File: src/rtl/inst_loader_pkg.sv
// Shared definitions for the instruction loader: op classes, mem/cmp sub-ops,
// terminator word, error codes and loader states.
package inst_loader_pkg;

   typedef enum logic [1:0] {
      CLS_MEMCMP = 2'b00,
      CLS_ONEVAR = 2'b01,
      CLS_TWOVAR = 2'b10,
      CLS_BRANCH = 2'b11
   } op_class_e;

   localparam logic [2:0] SUB_GET = 3'd0;
   localparam logic [2:0] SUB_PUT = 3'd1;
   localparam logic [2:0] SUB_LW  = 3'd2;
   localparam logic [2:0] SUB_SW  = 3'd3;
   localparam logic [2:0] SUB_SEQ = 3'd4;
   localparam logic [2:0] SUB_SNE = 3'd5;
   localparam logic [2:0] SUB_SLT = 3'd6;

   // Written after the last instruction; no real instruction may encode to it.
   localparam logic [8:0] ACK_WORD = 9'h1FF;

   typedef enum logic [1:0] {
      ERR_NONE    = 2'b00,
      ERR_ILLEGAL = 2'b01,
      ERR_ALIAS   = 2'b10
   } err_code_e;

   typedef enum logic [2:0] {
      S_IDLE = 3'd0,
      S_LOAD = 3'd1,
      S_TERM = 3'd2,
      S_DONE = 3'd3,
      S_ERR  = 3'd4
   } loader_state_e;

   function automatic logic memcmp_subop_ok(input logic [2:0] sub);
      return sub inside {SUB_GET, SUB_PUT, SUB_LW, SUB_SW, SUB_SEQ, SUB_SNE, SUB_SLT};
   endfunction

endpackage

File: src/rtl/inst_loader_if.sv
// Instruction-in handshake and instruction-memory write bus of the loader.
interface inst_loader_if #(
   parameter int AW = 8
);
   logic          InValid;
   logic          InReady;
   logic [1:0]    InClass;
   logic [2:0]    InSub;
   logic [1:0]    InRa;
   logic [1:0]    InRb;
   logic [1:0]    InRt;
   logic [5:0]    InImm;
   logic          MemWe;
   logic [AW-1:0] MemAddr;
   logic [8:0]    MemWdata;

   modport master (
      output InValid, InClass, InSub, InRa, InRb, InRt, InImm,
      input  InReady, MemWe, MemAddr, MemWdata
   );

   modport slave (
      input  InValid, InClass, InSub, InRa, InRb, InRt, InImm,
      output InReady, MemWe, MemAddr, MemWdata
   );
endinterface

File: src/rtl/inst_loader_encode.sv
// Combinational instruction encoder: decoded fields to a 9-bit machine word,
// flagging reserved sub-ops and words that collide with the terminator.
module inst_encode
   import inst_loader_pkg::*;
(
   input  logic [1:0] cls_i,
   input  logic [2:0] sub_i,
   input  logic [1:0] ra_i,
   input  logic [1:0] rb_i,
   input  logic [1:0] rt_i,
   input  logic [5:0] imm_i,
   output logic [8:0] word_o,
   output logic       illegal_o,
   output logic       alias_o
);

   // Field packing per op class, then terminator-collision detection.
   always_comb begin
      word_o    = 9'h000;
      illegal_o = 1'b0;
      case (cls_i)
         CLS_MEMCMP: begin
            word_o    = {2'b00, sub_i, ra_i, rb_i};
            illegal_o = !memcmp_subop_ok(sub_i);
         end
         CLS_ONEVAR: begin
            if (sub_i[0]) begin
               word_o = {2'b01, 1'b1, ra_i, 4'b0000};
            end else begin
               word_o = {2'b01, 1'b0, imm_i};
            end
         end
         CLS_TWOVAR: word_o = {2'b10, sub_i, ra_i, rb_i};
         CLS_BRANCH: word_o = {2'b11, sub_i[0], ra_i, rb_i, rt_i};
         default:    word_o = 9'h000;
      endcase
      alias_o = !illegal_o && (word_o == ACK_WORD);
   end

endmodule

File: src/rtl/inst_loader.sv
// Program loader: accepts decoded instructions, writes their encodings to
// instruction memory from address 0 and appends the terminator on Finish.
module inst_loader
   import inst_loader_pkg::*;
#(
   parameter int AW = 8
) (
   input  logic         Clk,
   input  logic         Reset,
   input  logic         Start,
   input  logic         Finish,
   inst_loader_if.slave bus,
   output logic [AW:0]  Count,
   output logic         Busy,
   output logic         Done,
   output logic         Error,
   output logic [1:0]   ErrCode
);

   localparam logic [AW-1:0] PTR_MAX = {AW{1'b1}};
   localparam logic [AW-1:0] PTR_ONE = {{(AW-1){1'b0}}, 1'b1};
   localparam logic [AW:0]   CNT_ONE = {{AW{1'b0}}, 1'b1};

   loader_state_e state_q, state_d;
   logic [AW-1:0] ptr_q, ptr_d;
   logic [AW:0]   count_q, count_d;
   logic          pend_q, pend_d;
   logic          err_q, err_d;
   logic [1:0]    errcode_q, errcode_d;
   logic          we_q, we_d;
   logic [AW-1:0] addr_q, addr_d;
   logic [8:0]    wdata_q, wdata_d;
   logic          ready_q, ready_d;
   logic          busy_q, busy_d;
   logic          done_q, done_d;

   logic [8:0]    enc_word_s;
   logic          enc_illegal_s;
   logic          enc_alias_s;
   logic          xfer_s;

   inst_encode u_enc (
      .cls_i     (bus.InClass),
      .sub_i     (bus.InSub),
      .ra_i      (bus.InRa),
      .rb_i      (bus.InRb),
      .rt_i      (bus.InRt),
      .imm_i     (bus.InImm),
      .word_o    (enc_word_s),
      .illegal_o (enc_illegal_s),
      .alias_o   (enc_alias_s)
   );

   assign xfer_s = bus.InValid & ready_q;

   // Next-state, pointer/count and write-register logic.
   always_comb begin
      state_d   = state_q;
      ptr_d     = ptr_q;
      count_d   = count_q;
      pend_d    = pend_q;
      err_d     = err_q;
      errcode_d = errcode_q;
      we_d      = 1'b0;
      addr_d    = addr_q;
      wdata_d   = wdata_q;
      case (state_q)
         S_IDLE, S_DONE, S_ERR: begin
            if (Start) begin
               state_d   = S_LOAD;
               ptr_d     = '0;
               count_d   = '0;
               pend_d    = 1'b0;
               err_d     = 1'b0;
               errcode_d = ERR_NONE;
            end else begin
               state_d = state_q;
            end
         end
         S_LOAD: begin
            if (xfer_s && (enc_illegal_s || enc_alias_s)) begin
               state_d   = S_ERR;
               err_d     = 1'b1;
               errcode_d = enc_illegal_s ? ERR_ILLEGAL : ERR_ALIAS;
            end else if (xfer_s) begin
               we_d    = 1'b1;
               addr_d  = ptr_q;
               wdata_d = enc_word_s;
               ptr_d   = ptr_q + PTR_ONE;
               count_d = count_q + CNT_ONE;
               pend_d  = pend_q | Finish;
            end else if (pend_q || Finish) begin
               // Any earlier write is already on the bus, so the terminator can follow.
               state_d = S_TERM;
               pend_d  = 1'b1;
            end else begin
               state_d = S_LOAD;
            end
         end
         S_TERM: begin
            state_d = S_DONE;
            we_d    = 1'b1;
            addr_d  = ptr_q;
            wdata_d = ACK_WORD;
            count_d = count_q + CNT_ONE;
         end
         default: state_d = S_IDLE;
      endcase
      ready_d = (state_d == S_LOAD) && !pend_d && (ptr_d != PTR_MAX);
      busy_d  = (state_d == S_LOAD) || (state_d == S_TERM);
      done_d  = (state_d == S_DONE);
   end

   // State and output registers; Reset overrides every input.
   always_ff @(posedge Clk) begin
      if (Reset) begin
         state_q   <= S_IDLE;
         ptr_q     <= '0;
         count_q   <= '0;
         pend_q    <= 1'b0;
         err_q     <= 1'b0;
         errcode_q <= ERR_NONE;
         we_q      <= 1'b0;
         addr_q    <= '0;
         wdata_q   <= 9'h000;
         ready_q   <= 1'b0;
         busy_q    <= 1'b0;
         done_q    <= 1'b0;
      end else begin
         state_q   <= state_d;
         ptr_q     <= ptr_d;
         count_q   <= count_d;
         pend_q    <= pend_d;
         err_q     <= err_d;
         errcode_q <= errcode_d;
         we_q      <= we_d;
         addr_q    <= addr_d;
         wdata_q   <= wdata_d;
         ready_q   <= ready_d;
         busy_q    <= busy_d;
         done_q    <= done_d;
      end
   end

   assign bus.InReady  = ready_q;
   assign bus.MemWe    = we_q;
   assign bus.MemAddr  = addr_q;
   assign bus.MemWdata = wdata_q;
   assign Count        = count_q;
   assign Busy         = busy_q;
   assign Done         = done_q;
   assign Error        = err_q;
   assign ErrCode      = errcode_q;

endmodule

File: src/flat_wrapper.sv
// flat-port wrapper written by rule: the top's interface ports become plain ports
module inst_loader_flat import inst_loader_pkg::*;
#(
   parameter int AW = 8
)
  (Clk, Reset, Start, Finish, Count, Busy, Done, Error, ErrCode, bus_InValid, bus_InClass, bus_InSub, bus_InRa, bus_InRb, bus_InRt, bus_InImm, bus_InReady, bus_MemWe, bus_MemAddr, bus_MemWdata);
  inst_loader_if #(.AW(AW)) bus_i ();
  input  logic Clk;
  input  logic Reset;
  input  logic Start;
  input  logic Finish;
  output logic [AW:0] Count;
  output logic Busy;
  output logic Done;
  output logic Error;
  output logic [1:0] ErrCode;
  input wire logic [$bits(bus_i.InValid)-1:0] bus_InValid;
  input wire logic [$bits(bus_i.InClass)-1:0] bus_InClass;
  input wire logic [$bits(bus_i.InSub)-1:0] bus_InSub;
  input wire logic [$bits(bus_i.InRa)-1:0] bus_InRa;
  input wire logic [$bits(bus_i.InRb)-1:0] bus_InRb;
  input wire logic [$bits(bus_i.InRt)-1:0] bus_InRt;
  input wire logic [$bits(bus_i.InImm)-1:0] bus_InImm;
  output wire logic [$bits(bus_i.InReady)-1:0] bus_InReady;
  output wire logic [$bits(bus_i.MemWe)-1:0] bus_MemWe;
  output wire logic [$bits(bus_i.MemAddr)-1:0] bus_MemAddr;
  output wire logic [$bits(bus_i.MemWdata)-1:0] bus_MemWdata;
  assign bus_i.InValid = bus_InValid;
  assign bus_i.InClass = bus_InClass;
  assign bus_i.InSub = bus_InSub;
  assign bus_i.InRa = bus_InRa;
  assign bus_i.InRb = bus_InRb;
  assign bus_i.InRt = bus_InRt;
  assign bus_i.InImm = bus_InImm;
  assign bus_InReady = bus_i.InReady;
  assign bus_MemWe = bus_i.MemWe;
  assign bus_MemAddr = bus_i.MemAddr;
  assign bus_MemWdata = bus_i.MemWdata;
  inst_loader #(.AW(AW)) u_core (.Clk(Clk), .Reset(Reset), .Start(Start), .Finish(Finish), .bus(bus_i), .Count(Count), .Busy(Busy), .Done(Done), .Error(Error), .ErrCode(ErrCode));
endmodule
File: config.mk
export PLATFORM = sky130hd
export DESIGN_NAME = inst_loader_flat
export DESIGN_NICKNAME = d
export VERILOG_FILES = /design/src/rtl/inst_loader_pkg.sv /design/src/rtl/inst_loader_if.sv /design/src/rtl/inst_loader_encode.sv /design/src/rtl/inst_loader.sv /design/src/flat_wrapper.sv
export SDC_FILE = /design/constraint.sdc
export NUM_CORES = 1
export LEC_CHECK = 0
export ABC_AREA = 1
export CAP_MARGIN = 20
export CELL_PAD_IN_SITES_DETAIL_PLACEMENT = 0
export CELL_PAD_IN_SITES_GLOBAL_PLACEMENT = 2
export CORE_MARGIN = 1
export CORE_UTILIZATION = 29
export DETAILED_ROUTE_END_ITERATION = 8
export GPL_ROUTABILITY_DRIVEN = 0
export PLACE_DENSITY = 0.94
export SLEW_MARGIN = 30
export SYNTH_ARGS = -nofsm -noshare
export SYNTH_HDL_FRONTEND = slang
export SYNTH_SLANG_ARGS = --single-unit
File: constraint.sdc
create_clock -name Clk -period 2.5 [get_ports Clk]
set_input_delay 0.375 -clock Clk [delete_from_list [all_inputs] [get_ports Clk]]
set_output_delay 0.375 -clock Clk [all_outputs]
set_load 0.01 [all_outputs]
* After elaboration in Yosys (flattened, before gate mapping)
Index checks and enable logic that the tools add are counted.
** Word-level totals
- Register bits after elaboration :: 45
- Input port bits :: 22
- Output and inout port bits :: 33
- Logic and storage cells :: 96
** Operators by class
- Add/sub/neg operators :: 2
- Equality and inequality tests :: 22
- Muxes and demuxes :: 37
- Bitwise gates (word level) :: 2
- Reductions and logical operators :: 21
** Operators with widths (count)
- $mux W9 :: 5
- $mux W8 :: 5
- $pmux W9 S4 :: 1
- $pmux W8 S2 :: 2
- $pmux W9 S3 :: 1
- $eq A3 B2 Y1 const B :: 6
- $pmux W9 S2 :: 1
- $eq A3 B3 Y1 const B :: 4
- $add A9 B1 Y9 const B :: 1
- $eq A3 B1 Y1 const B :: 3
- $eq A9 B9 Y1 const B :: 1
- $mux W1 :: 9
- $mux W3 :: 3
- $pmux W3 S3 :: 1
- $add A8 B1 Y8 const B :: 1
- $mux W2 :: 4
- $ne A8 B8 Y1 const B :: 1
- $mux W7 :: 1
- $reduce_bool A7 Y1 :: 1
- $logic_not A3 Y1 :: 2
- $pmux W1 S2 :: 3
- $reduce_and A3 Y1 :: 2
- $eq A2 B2 Y1 const B :: 2
- $logic_and A1 B1 Y1 :: 4
- other kinds (13) :: 20

* Depth between registers and ports, before layout
- Depth in word-level cells :: 13
- Mapped depth :: 17
- Gate-level depth less buffers :: 17

* Cells and area by module
From an unflattened synthesis, not the netlist that was laid out.
** Unflattened totals
- Cell total of the unflattened synthesis :: 352
- Area, all modules :: 2429.8 um^2
** Modules (own cells, without submodules)
- inst_loader :: times used 1, cells an instance 280, area an instance 2100.8 um^2, sequential area each 900.9 um^2
- inst_encode :: times used 1, cells an instance 72, area an instance 329.1 um^2, sequential area each 0.0 um^2

* Worst setup path after synthesis
Ideal clock, no wire load.
- Path kind :: input to register
- From :: input port bus_InClass[0]
- To :: register u_core.ready_q, in the netlist u_core.bus.InReady
- Arrival time :: 1608 ps
- Data required time :: 2383 ps
- Path slack :: 774 ps
- Cell stages on the path :: 15
- Path buffers :: 1
- Cell sequence :: buf_4 > nand3_1 > nand2_1 > inv_1 > nand2_1 > nand2_1 > nor2_1 > nand2_2 > nand3_2 > nor2_2 > inv_1 > nand2_1 > o21ai_0 > nor2_1 > a21oi_1
** On the way
- Longest elaborated chain between the ends :: 11
- Elaborated cells on any way between the ends :: 22
- Classes of those cells :: eq/ne (6); mux (8); reduce/logical (8)
** RTL lines
- from (decl) :: RTL line flat_wrapper.sv:18 : input wire logic [$bits(bus_i.InClass)-1:0] bus_InClass;
- $eq A2 B2 Y1, or another cell as far along :: RTL line inst_loader_encode.sv:21 : case (cls_i)
- $pmux W9 S4 / $mux W1 (equally long branches) :: RTL line inst_loader_encode.sv:21
- $eq A9 B9 Y1 / $logic_not A1 Y1 (equally long branches) :: RTL line inst_loader_encode.sv:37 : alias_o = !illegal_o && (word_o == ACK_WORD);
- $logic_and A1 B1 Y1 :: RTL line inst_loader_encode.sv:37
- $logic_or A1 B1 Y1 (*) :: RTL line inst_loader.sv:81 : if (xfer_s && (enc_illegal_s || enc_alias_s)) begin
- $logic_and A1 B1 Y1 (*) :: RTL line inst_loader.sv:81
- $mux W3 / $mux W1 (equally long branches) :: RTL line inst_loader.sv:81
- $pmux W3 S3 / $pmux W1 S2 (equally long branches) :: RTL line inst_loader.sv:67 : case (state_q)
- $eq A3 B1 Y1 / $logic_not A1 Y1 (equally long branches) :: RTL line inst_loader.sv:109 : ready_d = (state_d == S_LOAD) && !pend_d && (ptr_d != PTR_MAX);
- $logic_and A1 B1 Y1 :: RTL line inst_loader.sv:109
- $logic_and A1 B1 Y1 (*) :: RTL line inst_loader.sv:109
- to (signal assigned) :: RTL line inst_loader.sv:139 : ready_q <= ready_d;
- to (decl) :: RTL line inst_loader.sv:33 : logic ready_q, ready_d;
Every way passes the cells marked *; elsewhere a longest branch is shown, timed or not.
A chain may end at the register's enable or synchronous reset.

* Worst setup path after layout
- From :: input port bus_InClass[0]
- To :: register u_core.count_q[8], in the netlist u_core.Count[8]
** On the way
- Longest elaborated chain between the ends :: 8
- Elaborated cells on any way between the ends :: 13
- Classes of those cells :: eq/ne (5); mux (2); reduce/logical (6)
** RTL lines
- $eq A2 B2 Y1, or another cell as far along :: RTL line inst_loader_encode.sv:21
- $pmux W9 S4 / $mux W1 (equally long branches) :: RTL line inst_loader_encode.sv:21
- $eq A9 B9 Y1 / $logic_not A1 Y1 (equally long branches) :: RTL line inst_loader_encode.sv:37
- $logic_and A1 B1 Y1 :: RTL line inst_loader_encode.sv:37
- $logic_or A1 B1 Y1 (*) :: RTL line inst_loader.sv:81
- $logic_and A1 B1 Y1 (*) :: RTL line inst_loader.sv:81
- $ne A2 B2 Y1 (no source line) (*)
- $reduce_and A4 Y1 (no source line) (*)
- to (signal assigned) :: RTL line inst_loader.sv:132 : count_q <= count_d;
- to (decl) :: RTL line inst_loader.sv:26 : logic [AW:0] count_q, count_d;
Marks and branches as above.

==> run metrics <==
clock skew=0.00419 ns; unrepaired setup endpoints after global routing=no; Design Power=1.88 mW; total gr overflow=0; Unique masters post-synth=32; post-CTS setup buffers=0; Die Y=92.3 µm; GRT Total Usage=0.155; cell area after synthesis=2360 µm²; hpwl dp=4.74 mm; Post-synth EDFFs=0; drc violations=0; HP Class=flop to flop; Power Density=594 nW/µm²; Synth Area in Simple Gates=0.312; YS warnings=0; Req. time, crit path=2.74 ns; H-tree levels=2; fmax=0.464 GHz; Layout Nets=440; max_cap viols=0; clock share of power=0.264; drt pass-1 iters=4; Synth Area in XOR/XNOR=0.0148; Vias=2381; Routed WL=6.20 mm; Critical Path, Cell by Cell=clkdlybuf4s50_1 -> inv_2 -> nor2_4 -> nand3_1 -> nand2_1 -> nand2_1 -> nor2_1 -> nand2_2 -> nand3_2 -> nand2_2 -> nand2_2 -> o21ai_2 -> o21bai_1 -> a21oi_1; Syn Area/Cell=6.71 µm²; Finished Layout Cells=519; Post-Synth Adder-Cell Area=0.0106; register bit total from synthesis=45; Post-synth ARST share=0; root buffer cell=clkbuf_8; Crit. End Element=flop; CP dominant cell by count=nand2_2; Post-Place Cells=511; Core Region=7810 µm²; mux contribution to synthesized area=0; clk_lat worst skew=0.30 ns; Slew Viols, Final=0; DR vias/cell=4.59; crit path kind=primary input to flop; PostCTS Resize Cnt=0; largest family of logic cells by synthesized area=simple AND/OR/NAND/NOR gates; buffers plus inverters on the worst setup path=2; I/O pin total=55; fraction of layout cells with a size suffix above 1=0.101; net switching power=0.585 mW; final setup fails=0; CP max stage delay=0.49 ns; Internal=1.30 mW; synthesized net count=376; TritonCTS buffer count=5; die area=8510 µm²; Arrival @ worst endpoint=2.39 ns; Synth Instances=352; DR WL/cell=12.0 µm; CTS tree=done; initial antenna violation count=0; Setup TNS Final=0 ns; Die W=92.3 µm; Crit Path Max Fanout=9; wire length of the first global-routing pass=10.6 mm; number of port buffers=54; ys flop type=dfxtp_1; Startpoint Class=primary input; maximum vdd drop=0.252 mV; most frequent cells in the layout=81 x nand2_1, 54 x clkdlybuf4s50_1, 45 x dfxtp_1; CTS sink count=45; cts hold-fix bufs=0; slowest cell on the critical path=clkdlybuf4s50_1; largest net degree at the start of global routing=28; commonest non-fill, non-tap cell in the layout=nand2_1; final period demand of the worst path=2.15 ns; switch share=0.311; max-slew headroom at the worst pin=0.608; via count of the first global-routing pass=2257; Starting Density=0.303; final worst path period share=0.861; Initial DRC Count=100; Comb pwr share=0.286; clk buf depth=2; Top delay family on crit path=simple AND/OR/NAND/NOR gates; Seq/Total Area, Yosys=0.381; worst slew pin tran=0.587 ns; ANT nets after route=0; clock transition at the registers of the reported paths=0.08 ns; Syn-to-layout area delta=34.0%; # rows=32; run status=finished, final reports clean; leakage=1.33 nW; Compound-Gate Fraction of Synth Area=0.186; Final Hold Viols=0; Reg power frac=0.451; n_diodes=0
layout make-up:
cell class	instances	area, µm²
well taps	102	128
inverters	45	169
flip-flops and latches	45	901
fillers	828	4640
clock buffers	7	96.3
multi-input cells	253	1240
repair buffers	66	631
clock inverters	1	5.00
worst register-to-register path, stage by stage, from the launching register on:
cell,delay [ns]
dfxtp_1,0.40
nand2_1,0.10
o21ai_0,0.21
inv_1,0.05
or2_2,0.30
nand2_1,0.24
inv_1,0.07
nand2_1,0.08
o21ai_0,0.16
nor2_1,0.15
a21oi_1,0.07
Yosys cell counts, types with 2 or more instances:
cell / n / area share
a31oi_1: 6 / 0.016
buf_6: 2 / 0.0095
buf_4: 2 / 0.0064
ha_1: 2 / 0.011
nor2_1: 33 / 0.052
nand2_1: 81 / 0.13
nor2_4: 2 / 0.0095
nand4_1: 4 / 0.011
a211oi_1: 3 / 0.0095
inv_2: 6 / 0.0095
nand3_1: 30 / 0.064
nor3_1: 4 / 0.0085
o21ai_0: 31 / 0.066
xor2_1: 4 / 0.015
nand2_2: 5 / 0.013
inv_1: 39 / 0.062
nor2_2: 3 / 0.0079
dfxtp_1: 45 / 0.38
a21oi_1: 33 / 0.070
o21bai_1: 2 / 0.0064
clkbuf_1: 4 / 0.0064
registers in the layout (all words and copies together) (netlist names):
| name | cells |
|---|---|
| u_core.Busy | 1 |
| u_core.bus.MemWe | 1 |
| u_core.bus.MemAddr | 8 |
| u_core.Error | 1 |
| u_core.ptr_q | 8 |
| u_core.ErrCode | 2 |
| u_core.Count | 9 |
| u_core.Done | 1 |
| u_core.pend_q | 1 |
| u_core.bus.MemWdata | 9 |
| u_core.bus.InReady | 1 |
| u_core.state_q | 3 |
power by group through the flow:
| stage | Sequential [mW] | Combinational, mW | Clock, mW |
|---|---|---|---|
| after global routing | 0.860 | 0.604 | 0.542 |
| final | 0.848 | 0.537 | 0.496 |
| after CTS | 0.849 | 0.543 | 0.515 |
| after detailed placement | 0.866 | 0.539 | 0 |
| after floorplan | 0.890 | 0.265 | 0 |
| after global placement | 0.866 | 0.541 | 0 |
metal layers:
metal  up-vias  GRT usage  wire length, µm
met3         7     0.0265              202
met5         -          0                0
met2        46      0.259             2910
met1      1045      0.202             3000
met4         0     0.0495               87
li1       1283          -                -
stage by stage:
step                hold slack, ns   util  setup WS [ns]  area (µm²)
floorplan                    0.453      -          0.774        2360
global placement             0.439  0.392         0.0257        3060
detailed placement           0.453  0.392         0.0122        3060
CTS                          0.466  0.405          0.333        3170
global route                 0.493  0.405         0.0863        3170
finish                       0.457  0.405          0.347        3170
worst paths after layout:
kind	startpoint	endpoint	slack (ns)	cells after the start
hold reg to reg	u_core.Count[8]$_SDFFE_PP0P_	u_core.Count[8]$_SDFFE_PP0P_	0.46	1
setup reg to reg	u_core.state_q[0]$_SDFF_PP0_	u_core.bus.InReady$_SDFF_PP0_	0.57	10
hold / removal	u_core.Count[8]$_SDFFE_PP0P_	u_core.Count[8]$_SDFFE_PP0P_	0.46	1
setup / recovery	bus_InClass[0]	u_core.Count[8]$_SDFFE_PP0P_	0.35	14
logic make-up after synthesis:
family / Yosys count
flip-flops: 45
AND/OR/NAND/NOR: 167
buffers and inverters: 54
AO/OA/AOI/OAI: 80
XOR/XNOR: 4
adder cells (fa/ha/maj): 2
No activity file was read; power rests on OpenSTA's default activity.
